**src/rtl/shape_mode_ctrl.sv**
```systemverilog
// shape_mode_ctrl: enable/start/next sequencing for the shape overlay.
// Synchronises and debounces the operator inputs, runs the OFF/READY/RUN
// state machine, steps the border animation and cycles the shape select.
//
// Build option: define LONG_PRESS_CLEAR_EN to let a long btn_next hold in
// RUN clear shape_sel back to 0 (no next_pulse for the clear).
//
// state   | meaning
// --------+-------------------------------------------------------------
// S_OFF   | enable switch low; nothing drawn, shape/animation cleared
// S_READY | enabled, outer border drawn, waiting for a start press
// S_RUN   | started; inner border animates, btn_next cycles the shape

module shape_mode_ctrl #(
  parameter int DEBOUNCE_CYCLES = 500000,
  parameter int ANIM_PERIOD     = 50000000,
  parameter int ANIM_LAST       = 8,
  parameter int LONG_CYCLES     = 100000000
) (
  input  logic       clk,
  input  logic       resetn,
  input  logic       sw_en,
  input  logic       btn_start,
  input  logic       btn_next,
  output logic       border_en,
  output logic       active,
  output logic [3:0] anim_step,
  output logic [1:0] shape_sel,
  output logic       next_pulse
);

  // Down-counters reload to N-1 and act when they reach zero, so N-1 must fit.
  localparam int DB_W   = (DEBOUNCE_CYCLES > 2) ? $clog2(DEBOUNCE_CYCLES) : 1;
  localparam int ANIM_W = (ANIM_PERIOD > 2) ? $clog2(ANIM_PERIOD) : 1;

  localparam logic [DB_W-1:0]   DB_RELOAD   = DB_W'(DEBOUNCE_CYCLES - 1);
  localparam logic [ANIM_W-1:0] ANIM_RELOAD = ANIM_W'(ANIM_PERIOD - 1);
  localparam logic [3:0]        STEP_LAST   = 4'(ANIM_LAST);

  // Reject parameter sets the counters and the 4-bit step output cannot honour.
  if (DEBOUNCE_CYCLES < 1 || ANIM_PERIOD < 1 || LONG_CYCLES < 1 ||
      ANIM_LAST < 0 || ANIM_LAST > 15) begin : g_param_check
    $error("shape_mode_ctrl: parameter out of range");
  end

  typedef enum logic [1:0] {
    S_OFF   = 2'd0,
    S_READY = 2'd1,
    S_RUN   = 2'd2
  } state_t;

  state_t state, state_nxt;

  logic sw_meta, sw_sync;
  logic start_meta, start_sync;
  logic next_meta, next_sync;

  logic [DB_W-1:0] start_cnt;
  logic            start_db, start_db_q;
  logic [DB_W-1:0] next_cnt;
  logic            next_db, next_db_q;

  logic start_evt;
  logic next_evt;
  logic hold_fire;

  logic [ANIM_W-1:0] anim_cnt;

  // Two-flop synchronisers for the three asynchronous operator inputs.
  always_ff @(posedge clk or negedge resetn) begin
    if (!resetn) begin
      sw_meta    <= 1'b0;
      sw_sync    <= 1'b0;
      start_meta <= 1'b0;
      start_sync <= 1'b0;
      next_meta  <= 1'b0;
      next_sync  <= 1'b0;
    end else begin
      sw_meta    <= sw_en;
      sw_sync    <= sw_meta;
      start_meta <= btn_start;
      start_sync <= start_meta;
      next_meta  <= btn_next;
      next_sync  <= next_meta;
    end
  end

  // Start button debounce: accept a new level only after it has been stable
  // for the full count; any return to the accepted level reloads the timer.
  always_ff @(posedge clk or negedge resetn) begin
    if (!resetn) begin
      start_cnt  <= '0;
      start_db   <= 1'b0;
      start_db_q <= 1'b0;
    end else begin
      start_db_q <= start_db;
      if (start_sync == start_db) begin
        start_cnt <= DB_RELOAD;
      end else if (start_cnt == '0) begin
        start_db  <= start_sync;
        start_cnt <= DB_RELOAD;
      end else begin
        start_cnt <= start_cnt - DB_W'(1);
      end
    end
  end

  // Next button debounce, same scheme as the start button.
  always_ff @(posedge clk or negedge resetn) begin
    if (!resetn) begin
      next_cnt  <= '0;
      next_db   <= 1'b0;
      next_db_q <= 1'b0;
    end else begin
      next_db_q <= next_db;
      if (next_sync == next_db) begin
        next_cnt <= DB_RELOAD;
      end else if (next_cnt == '0) begin
        next_db  <= next_sync;
        next_cnt <= DB_RELOAD;
      end else begin
        next_cnt <= next_cnt - DB_W'(1);
      end
    end
  end

  // Press events fire on the first cycle the debounced level is high.
  assign start_evt = start_db & ~start_db_q;
  assign next_evt  = next_db & ~next_db_q;

`ifdef LONG_PRESS_CLEAR_EN
  localparam int HOLD_W = (LONG_CYCLES > 2) ? $clog2(LONG_CYCLES) : 1;
  localparam logic [HOLD_W-1:0] HOLD_RELOAD = HOLD_W'(LONG_CYCLES - 1);

  logic [HOLD_W-1:0] hold_cnt;
  logic              hold_done;

  // Long-press timer: counts debounced-high cycles of btn_next in RUN and
  // fires once per hold; releasing the button or leaving RUN re-arms it.
  always_ff @(posedge clk or negedge resetn) begin
    if (!resetn) begin
      hold_cnt  <= '0;
      hold_done <= 1'b0;
    end else if (state != S_RUN || !next_db) begin
      hold_cnt  <= HOLD_RELOAD;
      hold_done <= 1'b0;
    end else if (!hold_done) begin
      if (hold_cnt == '0) begin
        hold_done <= 1'b1;
      end else begin
        hold_cnt <= hold_cnt - HOLD_W'(1);
      end
    end
  end

  assign hold_fire = (state == S_RUN) && next_db && !hold_done && (hold_cnt == '0);
`else
  assign hold_fire = 1'b0;
`endif

  // State register.
  always_ff @(posedge clk or negedge resetn) begin
    if (!resetn) begin
      state <= S_OFF;
    end else begin
      state <= state_nxt;
    end
  end

  // Next-state logic; a low enable switch overrides every button event.
  always_comb begin
    state_nxt = state;
    if (!sw_sync) begin
      state_nxt = S_OFF;
    end else begin
      case (state)
        S_OFF:   state_nxt = S_READY;
        S_READY: if (start_evt) state_nxt = S_RUN;
        S_RUN:   state_nxt = S_RUN;
        default: state_nxt = S_OFF;
      endcase
    end
  end

  // Registered border/active flags, decoded from the upcoming state so they
  // change on the same edge as the state itself.
  always_ff @(posedge clk or negedge resetn) begin
    if (!resetn) begin
      border_en <= 1'b0;
      active    <= 1'b0;
    end else begin
      border_en <= (state_nxt != S_OFF);
      active    <= (state_nxt == S_RUN);
    end
  end

  // Animation step: period timer restarts on RUN entry, step saturates at
  // the last value, and both clear on the edge that enters OFF.
  always_ff @(posedge clk or negedge resetn) begin
    if (!resetn) begin
      anim_cnt  <= '0;
      anim_step <= 4'd0;
    end else if (state_nxt != S_RUN) begin
      anim_cnt  <= '0;
      anim_step <= 4'd0;
    end else if (state != S_RUN) begin
      anim_cnt  <= ANIM_RELOAD;
    end else if (anim_cnt == '0) begin
      anim_cnt <= ANIM_RELOAD;
      if (anim_step != STEP_LAST) begin
        anim_step <= anim_step + 4'd1;
      end
    end else begin
      anim_cnt <= anim_cnt - ANIM_W'(1);
    end
  end

  // Shape select: advances 1->2->3->1 on next presses while staying in RUN;
  // a press that lands while entering RUN or outside RUN is dropped.
  always_ff @(posedge clk or negedge resetn) begin
    if (!resetn) begin
      shape_sel  <= 2'd0;
      next_pulse <= 1'b0;
    end else begin
      next_pulse <= 1'b0;
      if (state_nxt == S_OFF) begin
        shape_sel <= 2'd0;
      end else if (state == S_RUN && next_evt) begin
        shape_sel  <= (shape_sel == 2'd3) ? 2'd1 : shape_sel + 2'd1;
        next_pulse <= 1'b1;
      end else if (hold_fire) begin
        shape_sel <= 2'd0;
      end
    end
  end

endmodule

```
**config.mk**
```make
export PLATFORM = sky130hd
export DESIGN_NAME = shape_mode_ctrl
export DESIGN_NICKNAME = d
export VERILOG_FILES = /design/src/rtl/shape_mode_ctrl.sv
export SDC_FILE = /design/constraint.sdc
export NUM_CORES = 1
export LEC_CHECK = 0
export BUFFER_PORTS_ARGS = -buffer_cell sky130_fd_sc_hd__buf_2
export CORE_MARGIN = 5
export CORE_UTILIZATION = 50
export DETAILED_ROUTE_END_ITERATION = 10
export PLACE_DENSITY = 0.78
export SYNTH_ARGS = -nofsm -noshare
export SYNTH_HDL_FRONTEND = slang
export SYNTH_SLANG_ARGS = --single-unit
```
**constraint.sdc**
```tcl
create_clock -name clk -period 3 [get_ports clk]
set_input_delay 0 -clock clk [delete_from_list [all_inputs] [get_ports clk]]
set_output_delay 0 -clock clk [all_outputs]
set_load 0.05 [all_outputs]
```
==> results.md, run 1 <==
* Status: finished, final reports clean
* Routability Congestion at 0.823
* Final WL at 7.04 mm
* CTS tree: yes
* Crit-path slowest cell: or4b_1
* Design Power at 2.06 mW
* Synth warn at 0
* GRT Total Usage at 0.154
* Slew Limit Fails at 0
* Clk buf depth at 2
* PortBufs at 13
* M1 GR Usage at 0.202
* Cell breakdown of the critical path: inv_1 -> ha_1 -> or4b_1 -> nor3_2 -> a31oi_1 -> buf_4 -> a21oi_1
* Initial drt markers at 80
* DR vias/cell at 5.33
* Global-route wire length before repair at 12.3 mm
* Synth top area share at 0.532
* Cell taking the most area after synthesis: dfrtp_1
* Setup crit start kind: register
* Crit path arrival time at 2.74 ns
* Leak at 2.04 nW
* Core area at 0.00777 mm^2
* Synth Area per Inst at 10.4 um^2
* WS Path Type: register to register
* Max VDD drop at 0.262 mV
* Commonest non-fill, non-tap cell in the layout: dfrtp_1
* Rows at 32
* Chip height at 99.4 um
* Register area at 0.00213 mm^2
* Total number of vias at 2728
* Synth cell types at 51
* Die ar. at 0.00989 mm^2
* Met3 Use GR at 0.0421
* Flops & latches, synth at 85
* Slew headroom at 0.518
* Grt total ovfl at 0
* Worst Path Max Fanout at 8
* Mapped Cells at 386
* Measured slew at the worst slew-check pin at 0.720 ns
* RSZ-0062 raised after global routing: false
* Share of cells above drive strength 1 at 0.120
* Post-CTS Setup Repair Bufs at 0
* Vias in the first global route at 2723
* Clk_lat worst skew at 0.36 ns
* CTS Buf Count at 9
* Max_cap viols at 0
* Clk_skew at 0.00952 ns
* Setup TNS at 0 ns
* P&R area growth vs syn at 10.1%
* Worst hold margin at 0.0899 ns
* Max incr delay on CP at 0.60 ns
* Top post-synthesis cells by area: dfrtp_1, xnor2_1, nor2_1
* Worst endpoint required time at 3.28 ns
* Sequential area share after synthesis at 0.532
* Drt drc at 0
* # setup viols final at 0
* Initial antenna violation count at 0
* Period utilization at 0.819
* GRT busiest layer: met2
* Fin nets at 418
* Final antenna-violating net count at 0
* Reg clk slew, reported paths at 0.09 ns
* # diodes at 0
* Multi-input gate area at 0.00174 mm^2
* Pin count of the biggest net entering global routing at 35
* Hold Vio Cnt, Final at 0
* HPWL after DPL at 4.87 mm
* FMAX at 0.407 GHz
* Clock sinks at 85
* Reg2Reg Depth at 7
* Met2 usage at 0.250
* Mapped Area at 0.00400 mm^2
* Die width at 99.4 um
* Initial Utilization at 0.515
* Worst hold-check path type: primary input to asynchronous set/reset pin
* Most frequent cells in the layout: dfrtp_1, nor2_1, nand2_1, xnor2_1
* Drt pass-1 iters at 4
* Syn_nets at 399
* CTS root buf: clkbuf_8
* Crit path time final at 2.46 ns
* Fillers at 662
* H-Tree Depth at 3
* Setup crit end kind: register
* WL/cell at 13.7 um
* # IOs at 14
* Pwr dens at 467 mW/mm^2
## path summary, 6_finish.rpt
path | startpoint | slack [ns] | endpoint
max | anim_cnt[0] | 0.54 | anim_cnt[13]
min | resetn | 0.09 | anim_cnt[2]
max reg2reg | anim_cnt[0] | 0.54 | anim_cnt[13]
min reg2reg | next_meta | 0.35 | next_sync
max in group asynchronous | resetn | 2.15 | start_cnt[17]
min in group clk | sw_en | 0.27 | sw_meta
## metal layers
layer	wire length [um]	up-vias
met1	3380	1341
met3	198	6
li1	-	1357
met2	3410	24
met4	52	0
met5	0	-
## registers in the layout, summed over array words and instances, names as in the netlist
signal / flops
start_db: 1
state: 2
anim_step: 4
border_en: 1
next_meta: 1
start_sync: 1
next_cnt: 19
start_cnt: 19
anim_cnt: 26
start_db_q: 1
sw_sync: 1
next_pulse: 1
next_sync: 1
shape_sel: 2
sw_meta: 1
active: 1
next_db_q: 1
start_meta: 1
next_db: 1
## cell usage after synthesis, drive strengths merged
library cell / n
dfrtp: 85
nor2b: 3
nor4: 16
o21ai: 2
ha: 8
nand4bb: 1
or4b: 2
or3: 6
nor3: 21
mux2: 2
a32o: 2
and2: 1
clkbuf: 5
o21a: 1
nand2b: 2
buf: 8
nand4b: 1
mux2i: 1
or3b: 1
nand3: 6
nor3b: 2
a21boi: 1
and4: 1
a31o: 3
nor2: 47
xnor2: 38
a21oi: 20
nand2: 40
nand4: 3
a211oi: 1
or2: 4
xor2: 13
and3: 2
o31ai: 3
a31oi: 4
a311oi: 1
inv: 18
nor4bb: 1
o211a: 1
or4: 9
## area by class of cell
class                           count  area share
Clock buffer                        9      0.0281
Clock inverter                      7      0.0185
Inverter                           18      0.0153
Multi-Input combinational cell    270       0.395
Sequential cell                    85       0.483
Tap cell                          102      0.0290
Timing Repair Buffer               21      0.0313
## where the power goes
group          switching [mW]  total [mW]  internal, mW
combinational          0.0438      0.0616        0.0179
sequential            0.00933        1.17          1.16
clock                   0.433       0.829         0.396
total                   0.486        2.06          1.57
## critical path: cells and delay by family (launching register included)
kind            cells  cell delay (ns)
buf+inv             2             0.35
fa+ha+maj           1             0.20
compound gates      2             0.46
flops               1             0.41
simple gates        2             0.95
## stage by stage
stage / setup slack (ns) / cell area, um^2 / utilization / cells
4_1_cts: 0.554 / 4400 / 0.567 / 512
2_1_floorplan: 0.816 / 4000 / - / 386
3_3_place_gp: 0.657 / 4160 / 0.535 / 492
3_5_place_dp: 0.590 / 4160 / 0.535 / 492
5_1_grt: 0.364 / 4400 / 0.567 / 512
6_report: 0.543 / 4400 / 0.567 / 512
## kinds of logic (layout without fill, tap and decap cells)
logic type                 count (synthesis)  after routing  synth area share
AOI/OAI and AO/OA                         39             39            0.0632
xor gates and xnor gates                  51             51             0.112
adders and majority gates                  8              8            0.0250
buffers and inverters                     31             55            0.0332
DFF                                       85             85             0.532
muxes                                      3              3           0.00813
and+or+nand+nor                          169            169             0.227
## timing repair
action,in CTS,in global routing
endpoints found under the hold margin,54,0
hold buffers,4,0
gates resized for setup,0,0
Power figures use the tool's default switching activity.
==> run 2, diff against run 1 <==
--- a/config.mk
+++ b/config.mk
@@ -5,11 +5,12 @@
 export SDC_FILE = /design/constraint.sdc
 export NUM_CORES = 1
 export LEC_CHECK = 0
+export ABC_AREA = 1
 export BUFFER_PORTS_ARGS = -buffer_cell sky130_fd_sc_hd__buf_2
 export CORE_MARGIN = 5
 export CORE_UTILIZATION = 50
 export DETAILED_ROUTE_END_ITERATION = 10
-export PLACE_DENSITY = 0.78
+export PLACE_DENSITY = 0.81
 export SYNTH_ARGS = -nofsm -noshare
 export SYNTH_HDL_FRONTEND = slang
 export SYNTH_SLANG_ARGS = --single-unit
==> constraint.sdc (replaced) <==
create_clock -name clk -period 2 [get_ports clk]
set_input_delay 0 -clock clk [delete_from_list [all_inputs] [get_ports clk]]
set_output_delay 0 -clock clk [all_outputs]
set_load 0.05 [all_outputs]
==> run 2 against run 1 <==
  * Worst setup slack got worse by 0.26 ns
  * Global-route usage increased by 2.1 points
  * Clock-buffer cell count increased by 1
  * Sequential cell count unchanged
  * Combinational power increased by 70%
  * Power increased by 45%
  * Critical path depth increased by 2
  * Critical path type unchanged
  * Largest cell class is now multi-input combinational cells
==> results.md, run 2 <==
* Routability Congestion at 0.912
* Slew headroom at 0.707
* Synth Area per Inst at 8.24 um^2
* GRT busiest layer: met2
* Post-synth ARST share at 1.00
* Top-count cell post-synth: nand2_1
* EDFF count, synth at 0
* Flop2flop setup slack at 0.28 ns
* Rows at 35
* Met2 usage at 0.308
* Status: finished, final reports clean
* Crit path time final at 1.72 ns
* RSZ-0062 raised after global routing: false
* PortBufs at 13
* Mapped Cells at 558
* Initial drt markers at 168
* Largest register FFs at 26
* Most flops, register: anim_cnt
* Vias in the first global route at 3717
* HPWL after DPL at 6.51 mm
* Chip height at 106 um
* Placement Cell Area at 0.00480 mm^2
* Drt pass-1 iters at 4
* Leak at 2.79 nW
* # diodes at 0
* Cell taking the most area after synthesis: dfrtp_1
* Global-route wire length before repair at 16.1 mm
* Initial antenna violation count at 0
* Initial Utilization at 0.505
* Core area at 0.00911 mm^2
* Share of cells above drive strength 1 at 0.165
* WS Path Type: register to register
* Clk buf depth at 2
* Period utilization at 0.859
* # setup viols final at 0
* Hold Vio Cnt, Final at 0
* Largest registers: anim_cnt: 26 flops, next_cnt: 19 flops, start_cnt: 19 flops
* Most frequent cells in the layout: nand2_1, nor2_1, dfrtp_1, inv_1, nand3_1
* Synth warn at 0
* Crit path arrival time at 1.96 ns
* Clock sinks at 85
* Max VDD drop at 0.428 mV
* Fin nets at 597
* Worst endpoint required time at 2.24 ns
* Pin count of the biggest net entering global routing at 54
* Synth cell count leaders: nand2_1, nor2_1, dfrtp_1
* Synth top area share at 0.463
* Sequential area share after synthesis at 0.463
* Max_cap viols at 0
* DR vias/cell at 5.20
* Top post-synthesis cells by area: dfrtp_1, nand2_1, nor2_1
* Final antenna-violating net count at 0
* Setup crit end kind: register
* Worst Path Max Fanout at 5
* Die ar. at 0.0112 mm^2
* Reg2Reg Depth at 9
* # IOs at 14
* Setup crit start kind: register
* Flops & latches, synth at 85
* Commonest non-fill, non-tap cell in the layout: nand2_1
* Clk_skew at 0.0101 ns
* Finished Cell Area at 0.00502 mm^2
* Drt drc at 0
* Slew Limit Fails at 0
* CTS tree: yes
* Clk_lat worst skew at 0.36 ns
* Pwr dens at 593 mW/mm^2
* Total number of vias at 3640
* Reg clk slew, reported paths at 0.09 ns
* Synth cell types at 35
* Setup TNS at 0 ns
* GRT Total Usage at 0.175
* Grt total ovfl at 0
* Met3 Use GR at 0.0355
* H-Tree Depth at 3
* WL/cell at 12.4 um
* Syn_nets at 571
* CTS root buf: clkbuf_8
* FMAX at 0.582 GHz
* Mapped Area at 0.00460 mm^2
* CTS Buf Count at 9
* P&R area growth vs syn at 9.28%
* M1 GR Usage at 0.211
* Synth Flop Type: dfrtp_1
* Worst hold-check path type: primary input to asynchronous set/reset pin
* Final WL at 8.65 mm
* Measured slew at the worst slew-check pin at 0.440 ns
* Die width at 106 um
run 2: changes by cell type in the layout (fill, tap and decap cells not counted), sizes merged, moves of 7 or more:
cell / previous run / this run
nand3b: 0 / 8
nand2: 40 / 112
xnor2: 38 / 7
nand4: 3 / 14
a21oi: 20 / 10
xor2: 13 / 20
nand3: 6 / 61
nor3: 21 / 13
inv: 21 / 79
or4: 9 / 0
nor4: 16 / 0
o21ai: 2 / 13
nor2: 47 / 118
run 2: worst paths after layout:
| kind | startpoint | endpoint |
|---|---|---|
| max | next_cnt[0] | next_cnt[16] |
| min | resetn | anim_cnt[20] |
| max reg2reg | next_cnt[0] | next_cnt[16] |
| min reg2reg | start_meta | start_sync |
| max in group asynchronous | resetn | anim_cnt[21] |
| min in group clk | btn_next | next_meta |
run 2: repair_timing:
action,in CTS,in global routing
resized for setup,0,0
hold buffers,4,0
buffers inserted,0,0
endpoints found under the hold margin,35,0
run 2: where the power goes:
part           leakage (nW)  total [mW]  internal, mW  switching (mW)
Clock                0.0893        1.13         0.493           0.635
Sequential             1.06        1.75          1.73          0.0110
Combinational          1.64       0.105        0.0297          0.0755
Total                  2.79        2.98          2.26           0.722
run 2: layout make-up:
type / instances / area [um^2]
flip-flops and latches: 85 / 2130
repair buffers: 19 / 135
multi-input cells: 391 / 2140
well taps: 111 / 139
inverters: 78 / 298
clock buffers: 10 / 138
clock inverters: 6 / 46.3
fillers: 804 / 4090
run 2: worst max-delay path, cell delays in order, from the launching register on:
cell and delay [ns]:
dfrtp_1 0.39, inv_1 0.14, ha_1 0.22, nand2_1 0.12
nor2_2 0.15, nand2_1 0.13, nor2_1 0.18, nand2_1 0.09
xor2_1 0.13, nand2_1 0.06
run 2: per-stage QoR:
step | worst slack [ns] | power, mW | hold slack (ns) | utilization | std cells
floorplan | 0.496 | 1.83 | -0.296 | - | 558
detailed placement | 0.342 | 1.88 | -0.0170 | 0.527 | 680
global placement | 0.428 | 1.88 | -0.0303 | 0.527 | 680
global route | 0.109 | 3.10 | 0.167 | 0.551 | 700
CTS | 0.304 | 3.01 | 0.140 | 0.551 | 700
finish | 0.282 | 2.98 | 0.118 | 0.551 | 700
run 2: routing by layer:
metal / vias up / wire length [um]
li1: 1820 / -
met1: 1744 / 3790
met2: 58 / 4380
met3: 18 / 275
met4: 0 / 198
met5: - / 0
run 2: cells by family (layout without fill, tap and decap cells):
family | Yosys count | count (layout) | synth area share
AO/OA/AOI/OAI | 26 | 26 | 0.0319
XOR/XNOR | 27 | 27 | 0.0515
adder cells (fa/ha/maj) | 8 | 8 | 0.0218
buffers and inverters | 82 | 113 | 0.0716
flip-flops | 85 | 85 | 0.463
AND/OR/NAND/NOR | 330 | 330 | 0.360
==> run 3, diff against run 2 <==
--- a/config.mk
+++ b/config.mk
@@ -11,6 +11,7 @@
 export CORE_UTILIZATION = 50
 export DETAILED_ROUTE_END_ITERATION = 10
 export PLACE_DENSITY = 0.81
+export REMOVE_ABC_BUFFERS = 1
 export SYNTH_ARGS = -nofsm -noshare
 export SYNTH_HDL_FRONTEND = slang
 export SYNTH_SLANG_ARGS = --single-unit
==> run 3 against run 2 <==
  * Utilization rose by 0.12 points
  * Routed wire length rose by 3.9%
  * Sequential cell count did not move
  * Critical path depth rose by 1
==> results.md, run 3 (synthesized netlist as in run 2, its figures left out) <==
* Status: finished, final reports clean
* Period utilization at 0.859
* Initial drt markers at 198
* HPWL after DPL at 6.62 mm
* Die width at 106 um
* # setup viols final at 0
* Post-CTS Setup Repair Bufs at 0
* Drt pass-1 iters at 5
* Vias in the first global route at 3711
* Worst hold-check path type: primary input to asynchronous set/reset pin
* Clk buf depth at 2
* Post-CTS Resized at 0
* Flop2flop setup slack at 0.28 ns
* R2r startpoint: next_cnt[0]
* Initial antenna violation count at 0
* RSZ-0062 raised after global routing: false
* Pre-CTS WS at 0.315 ns
* Rows at 35
* Final antenna-violating net count at 0
* Fillers at 806
* Global-route wire length before repair at 16.1 mm
* CTS tree: yes
* Chip height at 106 um
* Reg2Reg Depth at 10
* CTS root buf: clkbuf_8
* Die ar. at 0.0112 mm^2
* Max VDD drop at 0.495 mV
* # IOs at 14
* H-Tree Depth at 3
* Final WL at 8.98 mm
* Most frequent cells in the layout: nand2_1, nor2_1, dfrtp_1, inv_1, nand3_1
* Pin count of the biggest net entering global routing at 43
* # diodes at 0
* Setup crit end kind: register
* Leak at 2.80 nW
* Slew headroom at 0.633
* Critical path origin: next_cnt[0]
* Fin nets at 598
* Setup crit start kind: register
* Worst endpoint required time at 2.29 ns
* Slew Limit Fails at 0
* Commonest non-fill, non-tap cell in the layout: nand2_1
* Setup TNS at 0 ns
* Crit path time final at 1.72 ns
* Register area at 0.00213 mm^2
* Worst hold margin at 0.167 ns
* CTS Buf Count at 9
* Grt total ovfl at 0
* Max_cap viols at 0
* Share of cells above drive strength 1 at 0.164
* Worst Path Max Fanout at 5
* Largest registers: anim_cnt: 26 flops, next_cnt: 19 flops, start_cnt: 19 flops
* Measured slew at the worst slew-check pin at 0.550 ns
* Clk_skew at 0.0103 ns
* WL/cell at 12.8 um
* WS Path Type: register to register
* Most flops, register: anim_cnt
* DR vias/cell at 5.20
* Core area at 0.00911 mm^2
* Hold Vio Cnt, Final at 0
* Largest register FFs at 26
* Multi-input gate area at 0.00214 mm^2
* Hold_buf cts at 4
* Reg-to-Reg End: next_cnt[14]
* Clk_lat worst skew at 0.36 ns
* Pwr dens at 595 mW/mm^2
* End point of the critical path: next_cnt[14]
* Crit path arrival time at 2.00 ns
* Drt drc at 0
* Layout Utilization at 0.553
* Total number of vias at 3645
* Reg clk slew, reported paths at 0.09 ns
* Clock sinks at 85
* GRT Total Usage at 0.176
* Routability Congestion at 0.918
* PortBufs at 13
* FMAX at 0.582 GHz
* PnR worst setup slack at 0.283 ns
* Initial Utilization at 0.505
* P&R area growth vs syn at 9.53%
run 3: worst min path at each step:
stage,from,slack (ns),cells past startpoint,end
after global placement,resetn,0.03,1,anim_cnt[23]
after detailed placement,resetn,0.04,1,anim_cnt[23]
after floorplan,resetn,-0.30,0,active
final,resetn,0.17,2,anim_cnt[16]
after CTS,resetn,0.18,2,anim_cnt[16]
after global routing,resetn,0.21,2,anim_cnt[16]
run 3: where the power goes:
part | switching, mW | total [mW] | internal, mW
registers | 0.0103 | 1.74 | 1.73
clock network | 0.618 | 1.14 | 0.524
logic | 0.0782 | 0.109 | 0.0312
total | 0.706 | 3.00 | 2.29
run 3: routing by layer:
metal  share of wire  track usage
met5               0            0
met4           0.017       0.0620
met3           0.043       0.0441
met2            0.50        0.306
met1            0.44        0.211
run 3: worst max-delay path: stages, from the launching register on:
cell and delay [ns]:
dfrtp_1 0.38, inv_1 0.13, ha_1 0.24, nand2_1 0.13, nor2_2 0.15, nand2_1 0.12, nor2_2 0.16, nand3b_1 0.12
nand2_1 0.08, nand2_1 0.05, nor2_1 0.09
run 3: layout make-up:
type	instances	area share
clock inverter	4	0.00646
inverter	78	0.0592
multi-input combinational	391	0.425
timing repair buffer	20	0.0283
sequential	85	0.423
clock buffer	12	0.0308
tap	111	0.0276
run 3: per-stage QoR:
stage | cell area, um^2 | total power, mW | instances
after CTS | 5030 | 3.03 | 701
after global placement | 4810 | 1.88 | 681
after detailed placement | 4810 | 1.89 | 681
after floorplan | 4560 | 1.83 | 554
final | 5030 | 3.00 | 701
after global routing | 5030 | 3.12 | 701
